<file path="config.mk">
export PLATFORM = sky130hd
export DESIGN_NAME = calc_cmd_sequencer
export DESIGN_NICKNAME = d
export VERILOG_FILES = /design/src/rtl/calc_cmd_sequencer.sv
export SDC_FILE = /design/constraint.sdc
export NUM_CORES = 1
export LEC_CHECK = 0
export ABC_AREA = 0
export CAP_MARGIN = 40
export CORE_MARGIN = 2
export CORE_UTILIZATION = 53
export DETAILED_ROUTE_END_ITERATION = 7
export GPL_TIMING_DRIVEN = 0
export PLACE_DENSITY = 0.79
export SETUP_SLACK_MARGIN = 0.5
export SLEW_MARGIN = 20
export SYNTH_ARGS = -nofsm -noshare
export SYNTH_HDL_FRONTEND = slang
export SYNTH_SLANG_ARGS = --single-unit
</file>
<file path="constraint.sdc">
create_clock -name Clk -period 7.9 [get_ports Clk]
set_input_delay 1.58 -clock Clk [delete_from_list [all_inputs] [get_ports Clk]]
set_output_delay 1.58 -clock Clk [all_outputs]
set_load 0.02 [all_outputs]
</file>
<file path="src/rtl/calc_cmd_sequencer.sv">
// Calculator command sequencer: queues host commands and runs them one at a time
// against the divider config, memory write port and ALU->serializer. Optional ALU watchdog: CALC_SEQ_TIMEOUT_EN.
module calc_cmd_sequencer #(
    parameter int INBITS = 8,
    parameter int WIDTH  = 8,
    parameter int DEPTH  = 4
) (
    input  logic                Clk,
    input  logic                Reset,
    input  logic                InputKey,
    input  logic                ValidCmd,
    input  logic                RW,
    input  logic                ConfigDiv,
    input  logic [3:0]          Sel,
    input  logic [31:0]         Din,
    input  logic [WIDTH-1:0]    Addr,
    input  logic [INBITS-1:0]   InA,
    input  logic [INBITS-1:0]   InB,
    output logic [7:0]          DivCfg,
    output logic                DivCfgLoad,
    output logic                MemWe,
    output logic [WIDTH-1:0]    MemAddr,
    output logic [31:0]         MemWdata,
    output logic                AluStart,
    output logic [3:0]          AluSel,
    output logic [INBITS-1:0]   AluA,
    output logic [INBITS-1:0]   AluB,
    input  logic                AluDone,
    input  logic [2*INBITS-1:0] AluResult,
    input  logic                SerBusy,
    output logic                SerStart,
    output logic [2*INBITS-1:0] SerData,
    output logic                CalcBusy,
    output logic                CmdDrop,
    output logic                SeqErr
);
    localparam int PW = $clog2(DEPTH);

    typedef enum logic [1:0] {T_CALC, T_WR, T_CFG} cmd_type_e;
    typedef enum logic [2:0] {S_IDLE, S_CFG, S_WR, S_ALU, S_ALU_WAIT, S_SER} state_e;
    typedef struct packed {
        cmd_type_e         typ;
        logic [3:0]        sel;
        logic [WIDTH-1:0]  addr;
        logic [31:0]       din;
        logic [INBITS-1:0] a;
        logic [INBITS-1:0] b;
    } cmd_t;

    cmd_t                queue_mem [DEPTH];
    cmd_t                new_cmd, head;
    logic [PW:0]         wr_ptr_q, wr_ptr_d, rd_ptr_q, rd_ptr_d;
    logic                q_empty, q_full, push, pop;
    state_e              state_q, state_d;
    logic [7:0]          cfg_val_q, cfg_val_d;
    logic [7:0]          div_cfg_q, div_cfg_d;
    logic                div_load_q, div_load_d;
    logic                mem_we_q, mem_we_d;
    logic [WIDTH-1:0]    mem_addr_q, mem_addr_d;
    logic [31:0]         mem_wdata_q, mem_wdata_d;
    logic                alu_start_q, alu_start_d;
    logic [3:0]          alu_sel_q, alu_sel_d;
    logic [INBITS-1:0]   alu_a_q, alu_a_d, alu_b_q, alu_b_d;
    logic                ser_start_q, ser_start_d;
    logic [2*INBITS-1:0] ser_data_q, ser_data_d;
    logic                calc_busy_q, calc_busy_d;
    logic                cmd_drop_q, cmd_drop_d;
`ifdef CALC_SEQ_TIMEOUT_EN
    logic [7:0]          wdog_q, wdog_d;
    logic                seq_err_q, seq_err_d;
`endif

    always_comb begin
        new_cmd.typ  = ConfigDiv ? T_CFG : (RW ? T_WR : T_CALC);
        new_cmd.sel  = Sel;
        new_cmd.addr = Addr;
        new_cmd.din  = Din;
        new_cmd.a    = InA;
        new_cmd.b    = InB;
    end

    // Full is judged on the registered pointers, so a same-cycle pop never frees room.
    assign q_empty = (wr_ptr_q == rd_ptr_q);
    assign q_full  = (wr_ptr_q[PW] != rd_ptr_q[PW]) && (wr_ptr_q[PW-1:0] == rd_ptr_q[PW-1:0]);
    assign push    = ValidCmd && InputKey && !q_full;
    assign pop     = (state_q == S_IDLE) && !q_empty;
    assign head    = queue_mem[rd_ptr_q[PW-1:0]];
    assign wr_ptr_d = push ? wr_ptr_q + (PW+1)'(1) : wr_ptr_q;
    assign rd_ptr_d = pop  ? rd_ptr_q + (PW+1)'(1) : rd_ptr_q;

    always_ff @(posedge Clk) begin
        if (push) queue_mem[wr_ptr_q[PW-1:0]] <= new_cmd;
    end

    always_comb begin
        state_d     = state_q;
        cfg_val_d   = cfg_val_q;
        div_cfg_d   = div_cfg_q;
        mem_addr_d  = mem_addr_q;
        mem_wdata_d = mem_wdata_q;
        alu_sel_d   = alu_sel_q;
        alu_a_d     = alu_a_q;
        alu_b_d     = alu_b_q;
        ser_data_d  = ser_data_q;
        div_load_d  = 1'b0;
        mem_we_d    = 1'b0;
        alu_start_d = 1'b0;
        ser_start_d = 1'b0;
        cmd_drop_d  = ValidCmd && !push;
        calc_busy_d = !q_empty || (state_q != S_IDLE);
`ifdef CALC_SEQ_TIMEOUT_EN
        wdog_d      = wdog_q;
        seq_err_d   = seq_err_q;
`endif
        // Each action state lasts two cycles: arm the registered pulse, then leave while it is visible.
        case (state_q)
            S_IDLE: begin
                if (!q_empty) begin
                    cfg_val_d   = head.din[7:0];
                    mem_addr_d  = head.addr;
                    mem_wdata_d = head.din;
                    alu_sel_d   = head.sel;
                    alu_a_d     = head.a;
                    alu_b_d     = head.b;
                    case (head.typ)
                        T_CFG:   state_d = S_CFG;
                        T_WR:    state_d = S_WR;
                        default: state_d = S_ALU;
                    endcase
                end
            end
            S_CFG: begin
                if (div_load_q) state_d = S_IDLE;
                else begin
                    div_cfg_d  = cfg_val_q;
                    div_load_d = 1'b1;
                end
            end
            S_WR: begin
                if (mem_we_q) state_d = S_IDLE;
                else          mem_we_d = 1'b1;
            end
            S_ALU: begin
`ifdef CALC_SEQ_TIMEOUT_EN
                wdog_d = 8'd0;
`endif
                if (alu_start_q) state_d = S_ALU_WAIT;
                else             alu_start_d = 1'b1;
            end
            S_ALU_WAIT: begin
                if (AluDone) begin
                    ser_data_d = AluResult;
                    state_d    = S_SER;
                end
`ifdef CALC_SEQ_TIMEOUT_EN
                else if (wdog_q == 8'd254) begin
                    seq_err_d = 1'b1;
                    state_d   = S_IDLE;
                end else begin
                    wdog_d = wdog_q + 8'd1;
                end
`endif
            end
            S_SER: begin
                if (ser_start_q)  state_d = S_IDLE;
                else if (!SerBusy) ser_start_d = 1'b1;
            end
            default: state_d = S_IDLE;
        endcase
    end

    always_ff @(posedge Clk or negedge Reset) begin
        if (!Reset) begin
            wr_ptr_q    <= '0;
            rd_ptr_q    <= '0;
            state_q     <= S_IDLE;
            cfg_val_q   <= '0;
            div_cfg_q   <= '0;
            div_load_q  <= 1'b0;
            mem_we_q    <= 1'b0;
            mem_addr_q  <= '0;
            mem_wdata_q <= '0;
            alu_start_q <= 1'b0;
            alu_sel_q   <= '0;
            alu_a_q     <= '0;
            alu_b_q     <= '0;
            ser_start_q <= 1'b0;
            ser_data_q  <= '0;
            calc_busy_q <= 1'b0;
            cmd_drop_q  <= 1'b0;
`ifdef CALC_SEQ_TIMEOUT_EN
            wdog_q      <= '0;
            seq_err_q   <= 1'b0;
`endif
        end else begin
            wr_ptr_q    <= wr_ptr_d;
            rd_ptr_q    <= rd_ptr_d;
            state_q     <= state_d;
            cfg_val_q   <= cfg_val_d;
            div_cfg_q   <= div_cfg_d;
            div_load_q  <= div_load_d;
            mem_we_q    <= mem_we_d;
            mem_addr_q  <= mem_addr_d;
            mem_wdata_q <= mem_wdata_d;
            alu_start_q <= alu_start_d;
            alu_sel_q   <= alu_sel_d;
            alu_a_q     <= alu_a_d;
            alu_b_q     <= alu_b_d;
            ser_start_q <= ser_start_d;
            ser_data_q  <= ser_data_d;
            calc_busy_q <= calc_busy_d;
            cmd_drop_q  <= cmd_drop_d;
`ifdef CALC_SEQ_TIMEOUT_EN
            wdog_q      <= wdog_d;
            seq_err_q   <= seq_err_d;
`endif
        end
    end

    assign DivCfg     = div_cfg_q;
    assign DivCfgLoad = div_load_q;
    assign MemWe      = mem_we_q;
    assign MemAddr    = mem_addr_q;
    assign MemWdata   = mem_wdata_q;
    assign AluStart   = alu_start_q;
    assign AluSel     = alu_sel_q;
    assign AluA       = alu_a_q;
    assign AluB       = alu_b_q;
    assign SerStart   = ser_start_q;
    assign SerData    = ser_data_q;
    assign CalcBusy   = calc_busy_q;
    assign CmdDrop    = cmd_drop_q;
`ifdef CALC_SEQ_TIMEOUT_EN
    assign SeqErr     = seq_err_q;
`else
    assign SeqErr     = 1'b0;
`endif
endmodule
</file>
* Word level (Yosys, flattened, before mapping)
Memories as Yosys holds them, arrays and structs flattened.
Cells that the tools add are included.
** Word-level totals
- Register bits after elaboration :: 107
- Latch bits :: 0
- RAM bits :: 248
- Memory bits (read-only) :: 0
- Input port bits :: 84
- Output and inout bits :: 91
- Word-level logic and storage cells :: 74
- Memories :: 1
** Memory list
- queue_mem :: words 4, bits a word 62, read ports 1, clocked after Yosys merged registers in 0, wr ports 1, RTL line 50 : cmd_t queue_mem [DEPTH];
** Operators by class
- $add $sub $neg :: 2
- Multipliers :: 0
- Divide/modulo/power cells :: 0
- Magnitude comparators :: 0
- Equality and inequality tests :: 16
- Shifts and indexed selects :: 0
- Muxes and demuxes :: 21
- Bitwise operators :: 2
- Reductions and logical operators :: 15
** Operators with widths (count)
- $mux W3 :: 6
- $pmux W3 S6 :: 1
- $mux W1 :: 12
- $ne A2 B2 Y1 const B :: 6
- $add A3 B1 Y3 const B :: 2
- $eq A3 B2 Y1 const B :: 2
- $eq A3 B3 Y1 const B :: 2
- $reduce_and A2 Y1 :: 3
- $reduce_and A6 Y1 :: 1
- $logic_and A1 B1 Y1 :: 5
- $pmux W2 S2 :: 1
- $eq A3 B1 Y1 const B :: 1
- $eq A3 B3 Y1 :: 1
- $logic_not A1 Y1 :: 3
- $logic_not A3 Y1 :: 1
- $reduce_bool A3 Y1 :: 1
- $eq A2 B1 Y1 const B :: 1
- $eq A2 B2 Y1 :: 1
- $eq A2 B2 Y1 const B :: 1
- $mux W2 :: 1
- $not A1 Y1 :: 2
- $logic_or A1 B1 Y1 :: 1
- $ne A1 B1 Y1 :: 1

* Depth between registers and ports, before layout
- Word-level depth :: 6
- Gate-level depth with buffers :: 6
- Gate-level depth less buffers :: 4

* Worst setup path after synthesis
No wires, ideal clock.
- Kind :: in2reg
- From :: in ValidCmd
- To :: mem queue_mem[3][0] (netlist name) (enable)
- Setup time :: 0.502 ns
- Arrival time :: 4.726 ns
- Required time :: 7.398 ns
- Slack :: 2.672 ns
- Stages :: 2
- Path buffers :: 0
- Cell sequence :: nand3_1 -> a21oi_1
** On the way
- Longest elaborated chain between the ends :: 4
** RTL lines
- from (decl) :: RTL line 11 : input logic ValidCmd,
- $logic_and A1 B1 Y1 (2 in series) :: RTL line 85 : assign push = ValidCmd && InputKey && !q_full;
- $mux W1 :: RTL line 92 : if (push) queue_mem[wr_ptr_q[PW-1:0]] <= new_cmd;
- $mux W1 (not written as such) :: RTL line 92
- to (decl) :: RTL line 50
No other way between the ends.

* Final worst setup path
- From :: in InputKey
- To :: mem queue_mem[1][34] (netlist name) (enable)
** On the way
- Longest elaborated chain between the ends :: 4
** RTL lines
- from (decl) :: RTL line 10 : input logic InputKey,
- $logic_and A1 B1 Y1 (2 in series) :: RTL line 85
- $mux W1 :: RTL line 92
- $mux W1 (not written as such) :: RTL line 92
No other way between the ends.

==> flow_summary.yaml <==
pwr:
  p_leak_nw: 5.73
  power.density_nw_per_um2: 401
  max-vdd-ir-drop_mv: 0.259
  p_total_mw: 6.55
clock_network:
  cts_inserted_buffers: 35
  clock_path_buffers: 3
  numClockSinks: 347
  htreeDepth: 2
  postCtsSetupBuffers: 0
  clkSlewWorstSetupHoldPaths_ns: 0.06
  clk_latency_ns: 0.51
  cts-root-buf: "clkbuf_16"
  post_cts_resized: 0
  hold_buffers: 0
  cts_tree: "built"
placement:
  hpwl_mm: 16.0
  io_buffer_count: 173
  place.gp.congestion: 0.782
sta:
  layout_min_cycle_time_ns: 3.31
  finalSetupViolCount: 0
  drv_slew: 0
  tns_ns: 0
  fin_hold_ws_ns: 0.466
  min_period_over_period_pct: 41.9
  hold_viol: 0
  tightest_slew_ns: 0.693
  grt_setup_unrepaired: "false"
  fin_skew_ns: 0.0176
  fmaxAchievable_mhz: 302
  relSlewSlack_pct: 53.8
floorplanning:
  design.core.area_um2: 24100
  die_w_um: 160
  rows: 57
  dieArea_um2: 25500
  start_util_pct: 53.4
  ioPinCount: 175
  die_y_um: 160
routing:
  ant_nets: 0
  drcViolationCount: 0
  route.vias.total: 6256
  routed_wl_mm: 24.9
  drt_iter0_markers: 397
  viasPerCell: 5.51
  wl_per_cell_um: 21.9
  wl_met3_mm: 1.75
  drt-pass1-iter-count: 5
  met2_length_mm: 12.6
  maxUsedRoutingLayer: "met5"
  wl_met1_mm: 10.0
finish:
  areaGrowthSynthToFinish_pct: 26.9
  nNetsFinal: 876
  drive_above_1_share_pct: 28.6
  antennaDiodeCount: 0
yosys:
  synth.top_cells.by_area: "edfxtp_1, dfrtp_1, mux4_2"
  synth-async-reset-ratio_pct: 28.5
  syn_inst: 570
  ys_seq_area_share_pct: 77.1
  syn_area_per_cell_um2: 22.6
  yosysTopAreaCell: "edfxtp_1"
  synth_nets: 659
  synth_top_area_share_pct: 57.9
  synth_commonest_cells: "edfxtp_1, dfrtp_1, mux2_2"
  synth_most_common_cell: "edfxtp_1"
  synth_edf_count: 248
  netlist-cell-type-count: 36
  synthFlopType: "edfxtp_1"
  netlist_area_um2: 12900
  ys_ff_latch: 347
  yosys_warnings: 0
run:
  cap_violations: 0
global_route:
  grt_pass1_vias: 6993
  grt_max_degree: 57
  antenna_found_initial: 1
  grt_use_total_pct: 20.1
  grt_overflow_total: 0
  grt_pass1_wl_mm: 39.4
critical_path:
  path_max_fanout: 33
  crit_chain: "clkdlybuf4s50_1 -> nand2_1 -> a31oi_1 -> and2_4 -> buf_12"
  critical_path_class: "input port to flop"
  crit_buf_inv: 2
  crit_required_ns: 8.09
  cp_top_family: "buffers and inverters"
  slowest_delay_ns: 0.59
  startpoint_type: "input port"
  arrival_ns: 3.50
  slowest_stage: "and2_4"
  endpoint_kind: "flop"
outcome:
  status: "finished, final reports clean"
worst_hold_path:
  hp-class: "flop to flop"
metal layers:
| layer | vias to the layer above | track usage, % |
|---|---|---|
| met1 | 3238 | 26.4 |
| met2 | 234 | 33.7 |
| met5 | - | 0 |
| li1 | 2737 | - |
| met4 | 2 | 6.31 |
| met3 | 45 | 4.91 |
sequential cells by signal, summed over array words and instances, names as in the netlist, 4 cells and up:
name       count
AluA           8
AluB           8
AluSel         4
DivCfg         8
MemAddr        8
MemWdata      25
SerData       16
cfg_val_q      7
queue_mem    248
final cells by class:
class | count | area, um2
clock buffers | 44 | 972
clock inverters | 17 | 155
plain buffers | 24 | 174
flip-flops and latches | 347 | 9920
inverters | 3 | 11.3
multi-input cells | 196 | 2780
fillers | 1569 | 7780
well taps | 324 | 405
repair buffers | 180 | 1900
worst paths after layout:
check | end | slack (ns) | from | cells past startpoint
worst max-delay path | queue_mem[1][34] | 4.59 | InputKey | 5
worst max register to register | queue_mem[1][34] | 5.34 | rd_ptr_q[1] | 5
max in group asynchronous | MemWdata[27] | 6.23 | Reset | 2
worst min register to register | MemWe | 0.47 | MemWe | 1
worst min-delay path | MemWe | 0.47 | MemWe | 1
min in group asynchronous | AluB[5] | 1.00 | Reset | 1
cell usage in the layout, fill, tap and decap left out, types with 2 or more instances in the layout:
master | synthesis | final
and2_4 | 0 | 3
buf_12 | 0 | 3
buf_16 | 0 | 4
buf_2 | 7 | 7
buf_4 | 2 | 2
buf_6 | 9 | 10
bufinv_16 | 0 | 3
clkbuf_1 | 5 | 10
clkbuf_16 | 0 | 37
clkbuf_8 | 0 | 2
clkdlybuf4s50_1 | 0 | 172
clkinv_1 | 0 | 6
clkinv_2 | 0 | 7
dfrtp_1 | 99 | 99
edfxtp_1 | 248 | 248
ha_1 | 5 | 5
inv_1 | 3 | 3
mux2_2 | 87 | 87
mux4_2 | 62 | 62
nand2_1 | 3 | 3
nand2b_1 | 3 | 3
nand3_1 | 2 | 2
nor3_1 | 3 | 3
o311ai_0 | 2 | 2
xnor2_1 | 4 | 4
xor2_1 | 4 | 4
stage by stage:
stage | area (um2) | worst slack (ns) | util, % | cells
floorplan | 12900 | 2.67 | - | 570
global placement | 15000 | -0.177 | 62.2 | 1067
detailed placement | 15200 | 4.08 | 63.0 | 1074
CTS | 16300 | 4.58 | 67.7 | 1135
global route | 16300 | 4.48 | 67.7 | 1135
finish | 16300 | 4.59 | 67.7 | 1135
worst register-to-register path, delay by kind of cell, from the launching register on:
family | cells | cell delay [ns]
buffers and inverters | 2 | 0.61
AND/OR/NAND/NOR | 1 | 0.59
AO/OA/AOI/OAI | 1 | 0.49
flip-flops | 1 | 0.39
XOR/XNOR | 1 | 0.14
cells by family (layout without fill, tap and decap cells):
logic type                 Yosys count  after routing  synth area share (%)
and+or+nand+nor                     22             22                  1.24
DFF                                347            347                  77.1
buffers and inverters               27            268                  1.44
other                                1              1                0.0291
xor gates and xnor gates             8              8                 0.545
muxes                              149            149                  18.5
AOI/OAI and AO/OA                   11             11                 0.661
adders and majority gates            5              5                 0.486
report_power, final:
group          leakage (nW)  internal (mW)  switching [mW]
logic                  1.74           1.24            1.10
clock network         0.556          0.967           0.645
registers              3.43           2.39           0.208
total                  5.73           4.59            1.95
No activity file was read; power rests on OpenSTA's default activity.
